===== config.mk =====
export PLATFORM = sky130hd
export DESIGN_NAME = alu_arbiter
export DESIGN_NICKNAME = d
export VERILOG_FILES = /design/src/rtl/alu_arbiter.sv
export SDC_FILE = /design/constraint.sdc
export NUM_CORES = 1
export LEC_CHECK = 0
export ABC_CLOCK_PERIOD_IN_PS = 2400
export CORE_MARGIN = 2
export CORE_UTILIZATION = 35
export CTS_BUF_LIST = sky130_fd_sc_hd__clkbuf_8 sky130_fd_sc_hd__clkbuf_16
export CTS_CLUSTER_DIAMETER = 150
export DETAILED_ROUTE_END_ITERATION = 8
export GPL_TIMING_DRIVEN = 0
export PLACE_DENSITY = 0.77
export SYNTH_ARGS = -nofsm -noshare
export SYNTH_HDL_FRONTEND = slang
export SYNTH_SLANG_ARGS = --single-unit

===== constraint.sdc =====
create_clock -name clk -period 2.4 [get_ports clk]
set_clock_uncertainty 0.2 [all_clocks]
set_input_delay 0.24 -clock clk [delete_from_list [all_inputs] [get_ports clk]]
set_output_delay 0.24 -clock clk [all_outputs]
set_load 0.005 [all_outputs]

===== src/rtl/alu_arbiter.sv =====
// Two-requester round-robin front end for a shared ALU; result captured ALU_LAT+1 cycles after grant.
// No backpressure: requests are level-held, sampled only while idle; done is a one-cycle pulse.
module alu_arbiter #(
  parameter int ALU_LAT = 1
) (
  input  logic        clk,
  input  logic        rest,
  input  logic        req0,
  input  logic        req1,
  input  logic [15:0] A0,
  input  logic [15:0] B0,
  input  logic [15:0] A1,
  input  logic [15:0] B1,
  input  logic [3:0]  fun0,
  input  logic [3:0]  fun1,
  output logic        done0,
  output logic        done1,
  output logic [15:0] res,
  output logic        res_flag,
  output logic        res_carry,
  output logic        busy,
  output logic [15:0] op_cnt,
  output logic [15:0] alu_A,
  output logic [15:0] alu_B,
  output logic [3:0]  alu_fun,
  input  logic [15:0] ari_out,
  input  logic [15:0] log_out,
  input  logic [15:0] cmp_out,
  input  logic [15:0] shift_out,
  input  logic        carry_out,
  input  logic        ari_flag,
  input  logic        log_flag,
  input  logic        cmp_flag,
  input  logic        shift_flag
);

  typedef enum logic [1:0] {IDLE, EXEC, DONE} state_t;

  typedef struct packed {
    logic [15:0] a;
    logic [15:0] b;
    logic [3:0]  fun;
  } op_t;

  typedef struct packed {
    logic [15:0] val;
    logic        flag;
    logic        carry;
  } res_t;

  localparam logic [2:0] LAT_LD = 3'(ALU_LAT);

  state_t      r_state;
  logic [2:0]  r_cnt;
  logic        r_prio;
  logic        r_gnt;
  op_t         r_op;
  res_t        r_res;
  logic        r_done0;
  logic        r_done1;
  logic        r_busy;
  logic [15:0] r_op_cnt;

  op_t  w_op0;
  op_t  w_op1;
  logic w_pick1;
  res_t w_alu_res;

  assign w_op0 = {A0, B0, fun0};
  assign w_op1 = {A1, B1, fun1};

  // Contention goes to the pointer; a lone request wins outright.
  always_comb begin
    w_pick1 = 1'b0;
    if (req0 && req1) w_pick1 = r_prio;
    else              w_pick1 = req1;
  end

  always_comb begin
    w_alu_res = '0;
    case (r_op.fun[3:2])
      2'b00:   w_alu_res = {ari_out, ari_flag, carry_out};
      2'b01:   w_alu_res = {log_out, log_flag, 1'b0};
      2'b10:   w_alu_res = {cmp_out, cmp_flag, 1'b0};
      default: w_alu_res = {shift_out, shift_flag, 1'b0};
    endcase
  end

  // Counter runs ALU_LAT down to 0, so the sample lands one cycle after the ALU's own latency.
  always_ff @(posedge clk) begin
    if (rest) begin
      r_state  <= IDLE;
      r_cnt    <= 3'd0;
      r_prio   <= 1'b0;
      r_gnt    <= 1'b0;
      r_op     <= '0;
      r_res    <= '0;
      r_done0  <= 1'b0;
      r_done1  <= 1'b0;
      r_busy   <= 1'b0;
      r_op_cnt <= 16'd0;
    end else begin
      case (r_state)
        IDLE: begin
          if (req0 || req1) begin
            r_gnt   <= w_pick1;
            r_op    <= w_pick1 ? w_op1 : w_op0;
            r_cnt   <= LAT_LD;
            r_busy  <= 1'b1;
            r_state <= EXEC;
          end
        end
        EXEC: begin
          if (r_cnt == 3'd0) begin
            r_res   <= w_alu_res;
            r_done0 <= ~r_gnt;
            r_done1 <= r_gnt;
            if (r_op_cnt != 16'hFFFF) r_op_cnt <= r_op_cnt + 16'd1;
            r_state <= DONE;
          end else begin
            r_cnt <= r_cnt - 3'd1;
          end
        end
        DONE: begin
          r_done0 <= 1'b0;
          r_done1 <= 1'b0;
          r_busy  <= 1'b0;
          r_prio  <= ~r_gnt;
          r_state <= IDLE;
        end
        default: r_state <= IDLE;
      endcase
    end
  end

  assign done0     = r_done0;
  assign done1     = r_done1;
  assign res       = r_res.val;
  assign res_flag  = r_res.flag;
  assign res_carry = r_res.carry;
  assign busy      = r_busy;
  assign op_cnt    = r_op_cnt;
  assign alu_A     = r_op.a;
  assign alu_B     = r_op.b;
  assign alu_fun   = r_op.fun;

endmodule


## Yosys cells after proc, flatten, opt, wreduce, memory -nomap -nowiden

Index checks and enable logic that the tools add are counted.
W data, S select, Z words.

- Flip-flop bits (word level): 80
- Input bits: 145
- Output and inout bits: 73
- Word-level logic and storage cells: 55

- Add/subtract/negate cells: 2
- Equal/unequal tests: 8
- Muxes and demuxes: 15
- Bitwise operators: 1
- Reduce and logical (&&, ||, !) cells: 15

Operator list:

| operator | count |
|---|---|
| $pmux W18 S3 | 1 |
| $mux W36 | 1 |
| $add A16 B1 Y16 const B | 1 |
| $ne A16 B16 Y1 const B | 1 |
| $reduce_and A2 Y1 | 5 |
| $mux W3 | 2 |
| $ne A2 B2 Y1 const B | 3 |
| $pmux W1 S2 | 3 |
| $pmux W3 S2 | 1 |
| $reduce_and A3 Y1 | 2 |
| $reduce_bool A2 Y1 | 3 |
| $eq A2 B1 Y1 const B | 2 |
| $eq A2 B2 Y1 const B | 2 |
| $logic_not A2 Y1 | 2 |
| $mux W1 | 4 |
| $mux W2 | 2 |
| $pmux W2 S2 | 1 |
| $logic_not A3 Y1 | 1 |
| $sub A3 B1 Y3 const B | 1 |
| $logic_and A1 B1 Y1 | 1 |
| $logic_or A1 B1 Y1 | 1 |
| $not A1 Y1 | 1 |

## Longest topological paths before layout

Gate-level depths: netlist of the first run.

- Depth after elaboration: 3
- Gate-level depth with buffers: 7

## Worst setup path after synthesis of the first run

Ideal clock, no wire load.

- Path kind: reg-to-reg
- Start point: register r_cnt[0]
- End point: register r_op_cnt[15], in the netlist op_cnt[15]
- Setup time: 0.070 ns
- Data arrival time: 1.962 ns
- Setup slack: 0.168 ns
- Cell stages (with the launch flop): 8
- Buffers on the path: 1
- Cell sequence: dfxtp_1 inv_1 ha_1 nand4bb_4 or4_1 buf_2 or4_1 a21oi_1

- Word-level cells in the longest chain between the ends: 2

RTL lines:

| what | RTL line | RTL |
|---|---|---|
| start, declared | 54 | `logic [2:0] r_cnt;` |
| start signal, assigned | 121 | `r_cnt <= r_cnt - 3'd1;` |
| $logic_not A3 Y1 | 114 | `if (r_cnt == 3'd0) begin` |
| $reduce_and A3 Y1 (no line) | n/a |  |
| end signal, assigned | 118 | `if (r_op_cnt != 16'hFFFF) r_op_cnt <= r_op_cnt + 16'd1;` |
| end, declared | 62 | `logic [15:0] r_op_cnt;` |

Every way passes these cells.
A chain may end at the register's enable or synchronous reset.

## Final worst setup path of the first run

- Start point: register r_cnt[1]
- End point: register r_op_cnt[15], in the netlist op_cnt[15]

The elaborated chain is that of the path after synthesis.

==> impl_metrics.tcl, run 1 <==
set metrics [dict create \
    cp_slowest_stage_delay_ns 0.54 \
    commonest_non_fill_non_tap_cells_in_the_layout "sky130_fd_sc_hd__clkdlybuf4s50_1 (217), sky130_fd_sc_hd__dfxtp_1 (80), sky130_fd_sc_hd__nor2_1 (51), sky130_fd_sc_hd__nand2_1 (42), sky130_fd_sc_hd__a211oi_1 (38)" \
    worstSetupEndpointType "flop" \
    cts-buffers-inserted 9 \
    synth_nets 560 \
    dp_hpwl_um 10400 \
    worst_setup_hold_path_clk_slew_ns 0.08 \
    powerDensity_nw_per_um2 563 \
    cts_hold_buffers 0 \
    die_height_um 109 \
    maxClockFrequency_mhz 434 \
    floorplan.die.width_um 109 \
    whs_path_depth 2 \
    synth_seq_area_share_pct 41.6 \
    nNetsFinal 788 \
    timing.final.ws_setup_ns 0.0969 \
    largest_net_degree_at_the_start_of_global_routing 13 \
    number_of_enable_type_register_cells_in_the_synthesized_netlist 0 \
    timing.critical_path.mode_cell "sky130_fd_sc_hd__or4_1" \
    area_delta_synth_final_pct 65.7 \
    synth.distinct_cells 36 \
    core_area_sq_um 10800 \
    finalPower_mw 3.59 \
    drt-total-wl_um 12900 \
    antenna_found_initial 0 \
    cts_tree "done" \
    max-slew-margin-rel_pct 55.7 \
    maximum_fanout_count_along_the_critical_path 8 \
    drc 0 \
    grt.total_usage_pct 21.1 \
    grt_setup_unrepaired "no" \
    final-instance-count-excl-fill 783 \
    finalHoldViolCount 0 \
    leakage_nw 2.39 \
    synth_top_cells_by_area "sky130_fd_sc_hd__dfxtp_1 (42%), sky130_fd_sc_hd__mux4_2 (9.9%), sky130_fd_sc_hd__mux2i_1 (9.6%)" \
    cts.sinks 80 \
    final_period_minus_worst_setup_slack_ns 2.30 \
    synthFlopType "sky130_fd_sc_hd__dfxtp_1" \
    layout-drive-gt1-share_pct 8.40 \
    postSynthAreaPerCell_sq_um 9.35 \
    via_count_of_the_routed_design 4017 \
    diodes 0 \
    min_period_over_period_pct 96.0 \
    cts_resized 2 \
    timing.final.setup_violations 0 \
    clk_path_buf_depth 2 \
    first_pass_iters 4 \
    synth_area_leader_cell "sky130_fd_sc_hd__dfxtp_1" \
    worst_ep_arrival_time_ns 2.38 \
    htreeDepth 3 \
    route.detailed.vias_per_inst 5.13 \
    peakVddDrop_mv 0.290 \
    count_of_state_elements_after_synthesis 80 \
    detailedRoute.firstIterationViolations 98 \
    initial_utilization_pct 35.7 \
    globalRoute.totalOverflow 0 \
    drt.antenna.violating_nets 0 \
    post_cts_buffers 0 \
    cp.required_ns 2.47 \
    io_pins 218 \
    netlist_area_sq_um 3850 \
    criticalPathCategory "reg -> reg" \
    worstPathCellList "inv_1, ha_4, nand4bb_4, or4_1, buf_2, or4_1, a21oi_1" \
    final.hold.worst_slack_ns 0.256 \
    core.rowCount 38 \
    count_of_port_buffers_added_during_placement 217 \
    gpl.final_weighted_congestion 0.836 \
    worst_skew_pair.late_latency_ns 0.34 \
    layout_commonest_cell "sky130_fd_sc_hd__clkdlybuf4s50_1" \
    synth_cells 412 \
    worst_min_delay_path_class "reg -> reg" \
    placedCellCount 769 \
    cts_root_buffer "sky130_fd_sc_hd__clkbuf_8" \
    reg2reg_depth 7 \
    number_of_global_route_vias_before_repair 3966 \
    setup_tns_ns 0 \
    run_status "finished, final reports clean" \
    dp_slack_ns -0.114 \
    maxCapViolations 0 \
    critical-path-slowest-cell "sky130_fd_sc_hd__or4_1" \
    crit_path_start_kind "flop" \
    asyncSetResetFlopFracSynth_pct 0 \
    die_area_sq_um 11900 \
    worst_pin_slew_ns 0.664 \
    max_slew_violation_count 0 \
    routedWlPerCell_um 16.4 \
    grt_pass1_wl_um 19400 \
    yosys_warnings 0 \
    yosys.area.top_type_share_pct 41.6 \
]
[worst max-delay path: cells and delay by family, from the launching register on]
kind                     cells  cell delay [ns]
AND/OR/NAND/NOR              3             1.15
AO/OA/AOI/OAI                1             0.14
flip-flops                   1             0.31
adder cells (fa/ha/maj)      1             0.17
buffers and inverters        2             0.27
[kinds of logic after synthesis]
logic type | after synthesis | share of synthesized area (%)
muxes | 57 | 20.4
buffers and inverters | 42 | 4.29
and+or+nand+nor | 137 | 17.2
AOI/OAI and AO/OA | 93 | 15.5
DFF | 80 | 41.6
adders and majority gates | 3 | 0.974
[layer usage]
layer	share of wire (%)	GRT usage [%]	routed length (um)
met2	51	37.8	6530
met3	7.9	5.68	1020
met1	40	24.4	5140
met4	1.3	6.41	170
met5	0	0	0
[cell usage after synthesis (3+ instances only)]
cell / n
sky130_fd_sc_hd__or4_1: 8
sky130_fd_sc_hd__o31ai_1: 9
sky130_fd_sc_hd__a21oi_1: 36
sky130_fd_sc_hd__buf_1: 6
sky130_fd_sc_hd__dfxtp_1: 80
sky130_fd_sc_hd__mux2_2: 3
sky130_fd_sc_hd__nand2_1: 42
sky130_fd_sc_hd__nand3_1: 10
sky130_fd_sc_hd__buf_2: 6
sky130_fd_sc_hd__nor4_1: 3
sky130_fd_sc_hd__nor2_1: 51
sky130_fd_sc_hd__ha_1: 3
sky130_fd_sc_hd__clkbuf_1: 22
sky130_fd_sc_hd__o21ai_0: 5
sky130_fd_sc_hd__a211oi_1: 38
sky130_fd_sc_hd__or3_1: 3
sky130_fd_sc_hd__mux2i_1: 37
sky130_fd_sc_hd__mux4_2: 17
sky130_fd_sc_hd__inv_1: 8
sky130_fd_sc_hd__nor2b_1: 4
[final timing paths]
path	start	endpoint	slack [ns]
hold / removal	res_flag$_SDFFE_PP0P_	res_flag$_SDFFE_PP0P_	0.26
hold reg to reg	res_flag$_SDFFE_PP0P_	res_flag$_SDFFE_PP0P_	0.26
setup reg to reg	r_cnt[1]$_SDFFE_PP0P_	op_cnt[15]$_SDFFE_PP0P_	0.1
setup / recovery	r_cnt[1]$_SDFFE_PP0P_	op_cnt[15]$_SDFFE_PP0P_	0.1
[where the power goes]
part / internal (mW) / switching [mW]
sequential: 1.47 / 0.0818
combinational: 0.687 / 0.497
clock: 0.387 / 0.468
total: 2.54 / 1.05
[registers in the layout, indices dropped and copies added (netlist names)]
signal and count:
done1 1, alu_B 16, op_cnt 16, res_flag 1
r_gnt 1, r_prio 1, res 16, r_cnt 3
alu_fun 4, done0 1, alu_A 16, r_state 2
res_carry 1, busy 1
[through the flow]
stage                     utilization [%]  instance area, sq um
after floorplan                         -                  3850
after global placement               57.4                  6200
after detailed placement             57.4                  6200
after CTS                            59.0                  6360
after global routing                 59.2                  6380
final                                59.2                  6380
[cell type report]
class                      count  area (sq um)
multi-input combinational    290          2100
buffer                        34           141
inverter                       8          30.0
fill                         926          4410
sequential                    80          1600
tap                          140           175
clock inverter                 4          22.5
timing repair buffer         217          2170
clock buffer                  10           138
Note: power is estimated with default switching activity, not from simulation.
==> inputs of run 2 (changes only) <==
--- a/config.mk
+++ b/config.mk
@@ -7,12 +7,12 @@
 export LEC_CHECK = 0
 export ABC_CLOCK_PERIOD_IN_PS = 2400
 export CORE_MARGIN = 2
-export CORE_UTILIZATION = 35
+export CORE_UTILIZATION = 45
 export CTS_BUF_LIST = sky130_fd_sc_hd__clkbuf_8 sky130_fd_sc_hd__clkbuf_16
 export CTS_CLUSTER_DIAMETER = 150
 export DETAILED_ROUTE_END_ITERATION = 8
+export DONT_BUFFER_PORTS = 1
 export GPL_TIMING_DRIVEN = 0
-export PLACE_DENSITY = 0.77
 export SYNTH_ARGS = -nofsm -noshare
 export SYNTH_HDL_FRONTEND = slang
 export SYNTH_SLANG_ARGS = --single-unit
==> run 2 against run 1 <==
  * Combinational power is 33% lower
  * Hold slack worse by 0.25 ns
  * Non-clock buffer count is 143 lower
  * Clock-buffer cell count is 1 lower
  * Register-to-register slack hardly changed
  * Utilization is 0.80 points higher
  * Power is 6.6% lower
  * Global-route usage is 2.9 points higher
  * Maximum frequency is 0.28% higher
  * Die area is 21% lower
  * Routed wire length is 9.8% lower
  * Critical path depth is 1 lower
  * Critical endpoint is now alu_A[12]$_SDFFE_PP0P_
  * Largest power group unchanged
==> impl_metrics.tcl, run 2 (synthesis gave the netlist of run 1 again) <==
set metrics [dict create \
    core_area_sq_um 8260 \
    globalRoute.totalOverflow 0 \
    floorplan.die.width_um 96.5 \
    route.detailed.vias_per_inst 5.79 \
    worst_min_delay_path_class "in -> reg" \
    criticalPathCategory "reg -> reg" \
    cts_tree "done" \
    routedWlPerCell_um 19.1 \
    maximum_fanout_count_along_the_critical_path 10 \
    io_pins 218 \
    timing.final.setup_violations 0 \
    die_height_um 96.5 \
    whs_path_depth 2 \
    reg2reg_slack_ns 0.10 \
    layout-drive-gt1-share_pct 12.2 \
    detailedRoute.firstIterationViolations 108 \
    first_pass_iters 4 \
    leakage_nw 1.91 \
    cts_root_buffer "sky130_fd_sc_hd__clkbuf_8" \
    startpoint_of_the_most_critical_hold_path "fun1[3]" \
    setup_tns_ns 0 \
    final-instance-count-excl-fill 607 \
    commonest_non_fill_non_tap_cells_in_the_layout "sky130_fd_sc_hd__dfxtp_1 (77), sky130_fd_sc_hd__dlygate4sd3_1 (72), sky130_fd_sc_hd__nor2_1 (51), sky130_fd_sc_hd__nand2_1 (42), sky130_fd_sc_hd__a211oi_1 (38)" \
    finalHoldViolCount 0 \
    gpl.final_weighted_congestion 0.747 \
    powerDensity_nw_per_um2 678 \
    grt.total_usage_pct 24.0 \
    drt.antenna.violating_nets 0 \
    antenna_found_initial 0 \
    maxClockFrequency_mhz 435 \
    worst_setup_hold_path_clk_slew_ns 0.08 \
    worst_skew_pair.late_latency_ns 0.35 \
    max-slew-margin-rel_pct 51.9 \
    largest_net_degree_at_the_start_of_global_routing 14 \
    final.hold.worst_slack_ns 0.00223 \
    critical_path.reg2reg.startpoint "r_prio$_SDFFE_PP0P_" \
    initial_utilization_pct 46.7 \
    number_of_global_route_vias_before_repair 3471 \
    die_area_sq_um 9320 \
    cp.required_ns 2.41 \
    via_count_of_the_routed_design 3512 \
    cts-buffers-inserted 9 \
    maxCapViolations 0 \
    reg2reg_end "alu_A[12]$_SDFFE_PP0P_" \
    diodes 0 \
    area_delta_synth_final_pct 28.5 \
    grt_setup_unrepaired "yes" \
    worst_hold_path.endpoint "alu_fun[3]$_SDFFE_PP0P_" \
    clk_path_buf_depth 2 \
    min_period_over_period_pct 95.7 \
    reg2reg_depth 6 \
    nNetsFinal 645 \
    layout.filler_cells 692 \
    layout_commonest_cell "sky130_fd_sc_hd__dfxtp_1" \
    grt_pass1_wl_um 17200 \
    seqCellArea_sq_um 1610 \
    worstSetupEndpointType "flop" \
    worst_ep_arrival_time_ns 2.30 \
    count_of_port_buffers_added_during_placement 0 \
    max_slew_violation_count 0 \
    drc 0 \
    peakVddDrop_mv 0.337 \
    htreeDepth 3 \
    core.rowCount 33 \
    final_period_minus_worst_setup_slack_ns 2.30 \
    dp_hpwl_um 7810 \
    worst_pin_slew_ns 0.721 \
    placedCellCount 517 \
    final_util_pct 60.0 \
    drt-total-wl_um 11600 \
    crit_path_start_kind "flop" \
    multiInputGateArea_sq_um 2110 \
    run_status "finished, final reports clean" \
    cts.sinks 80 \
    setup.worst_path.start "r_prio$_SDFFE_PP0P_" \
]
-- run 2: cell count changes in the layout (fill, tap and decap cells not counted), moves of 2 or more --
cell and change:
sky130_fd_sc_hd__buf_4 +3, sky130_fd_sc_hd__dlygate4sd3_1 +72, sky130_fd_sc_hd__dfxtp_1 -3, sky130_fd_sc_hd__clkinv_4 +2, sky130_fd_sc_hd__dfxtp_2 +3, sky130_fd_sc_hd__buf_2 -3, sky130_fd_sc_hd__clkbuf_4 +2, sky130_fd_sc_hd__clkdlybuf4s50_1 -217
-- run 2: per-stage QoR --
step	power [mW]	setup slack, ns	area, sq um
finish	3.35	0.103	4950
floorplan	2.10	0.168	3850
CTS	3.36	0.0248	4910
global route	3.54	-0.0168	4950
detailed placement	2.27	-0.143	3980
global placement	2.25	-0.118	3980
-- run 2: worst max-delay path by stage --
stage / to / slack [ns] / depth (start not counted)
finish: alu_A[12]$_SDFFE_PP0P_ / 0.10 / 6
global route: alu_B[13]$_SDFFE_PP0P_ / -0.02 / 6
CTS: op_cnt[15]$_SDFFE_PP0P_ / 0.02 / 7
detailed placement: op_cnt[1]$_SDFFE_PP0P_ / -0.14 / 7
global placement: op_cnt[1]$_SDFFE_PP0P_ / -0.12 / 7
floorplan: op_cnt[15]$_SDFFE_PP0P_ / 0.17 / 7
-- run 2: what timing repair did --
action | 4_1_cts | 5_1_grt
buffers inserted | 0 | 2
resized for setup | 4 | 16
endpoints found under the setup margin | 10 | 51
hold endpoints to repair | 37 | 0
hold buffers | 72 | 0
-- run 2: area by class of cell --
cell class                 instances  area share [%]
multi-input combinational        290            42.7
sequential                        80            32.4
timing repair buffer              74            14.9
buffer                            34            2.98
tap                              105            2.65
clock buffer                       9            2.50
clock inverter                     7            1.31
inverter                           8           0.607
-- run 2: layer usage --
layer / vias up / track usage (%) / share of wire [%]
met5: - / 0 / 0
met4: 0 / 9.04 / 1.3
met3: 15 / 7.14 / 8.7
met2: 159 / 40.7 / 50
met1: 1650 / 28.7 / 40
li1: 1688 / - / -
-- run 2: worst max-delay path: stages (launching register included) --
cell and delay [ns]:
sky130_fd_sc_hd__dfxtp_1 0.33, sky130_fd_sc_hd__o21ai_0 0.16, sky130_fd_sc_hd__clkbuf_4 0.27, sky130_fd_sc_hd__clkbuf_4 0.30, sky130_fd_sc_hd__mux2i_1 0.22, sky130_fd_sc_hd__dlygate4sd3_1 0.59
sky130_fd_sc_hd__a211oi_1 0.08
-- run 2: report_power, final --
group / internal [mW] / total, mW / switching [mW]
Sequential: 1.47 / 1.60 / 0.125
Clock: 0.474 / 0.972 / 0.498
Combinational: 0.380 / 0.786 / 0.407
Total: 2.33 / 3.35 / 1.03
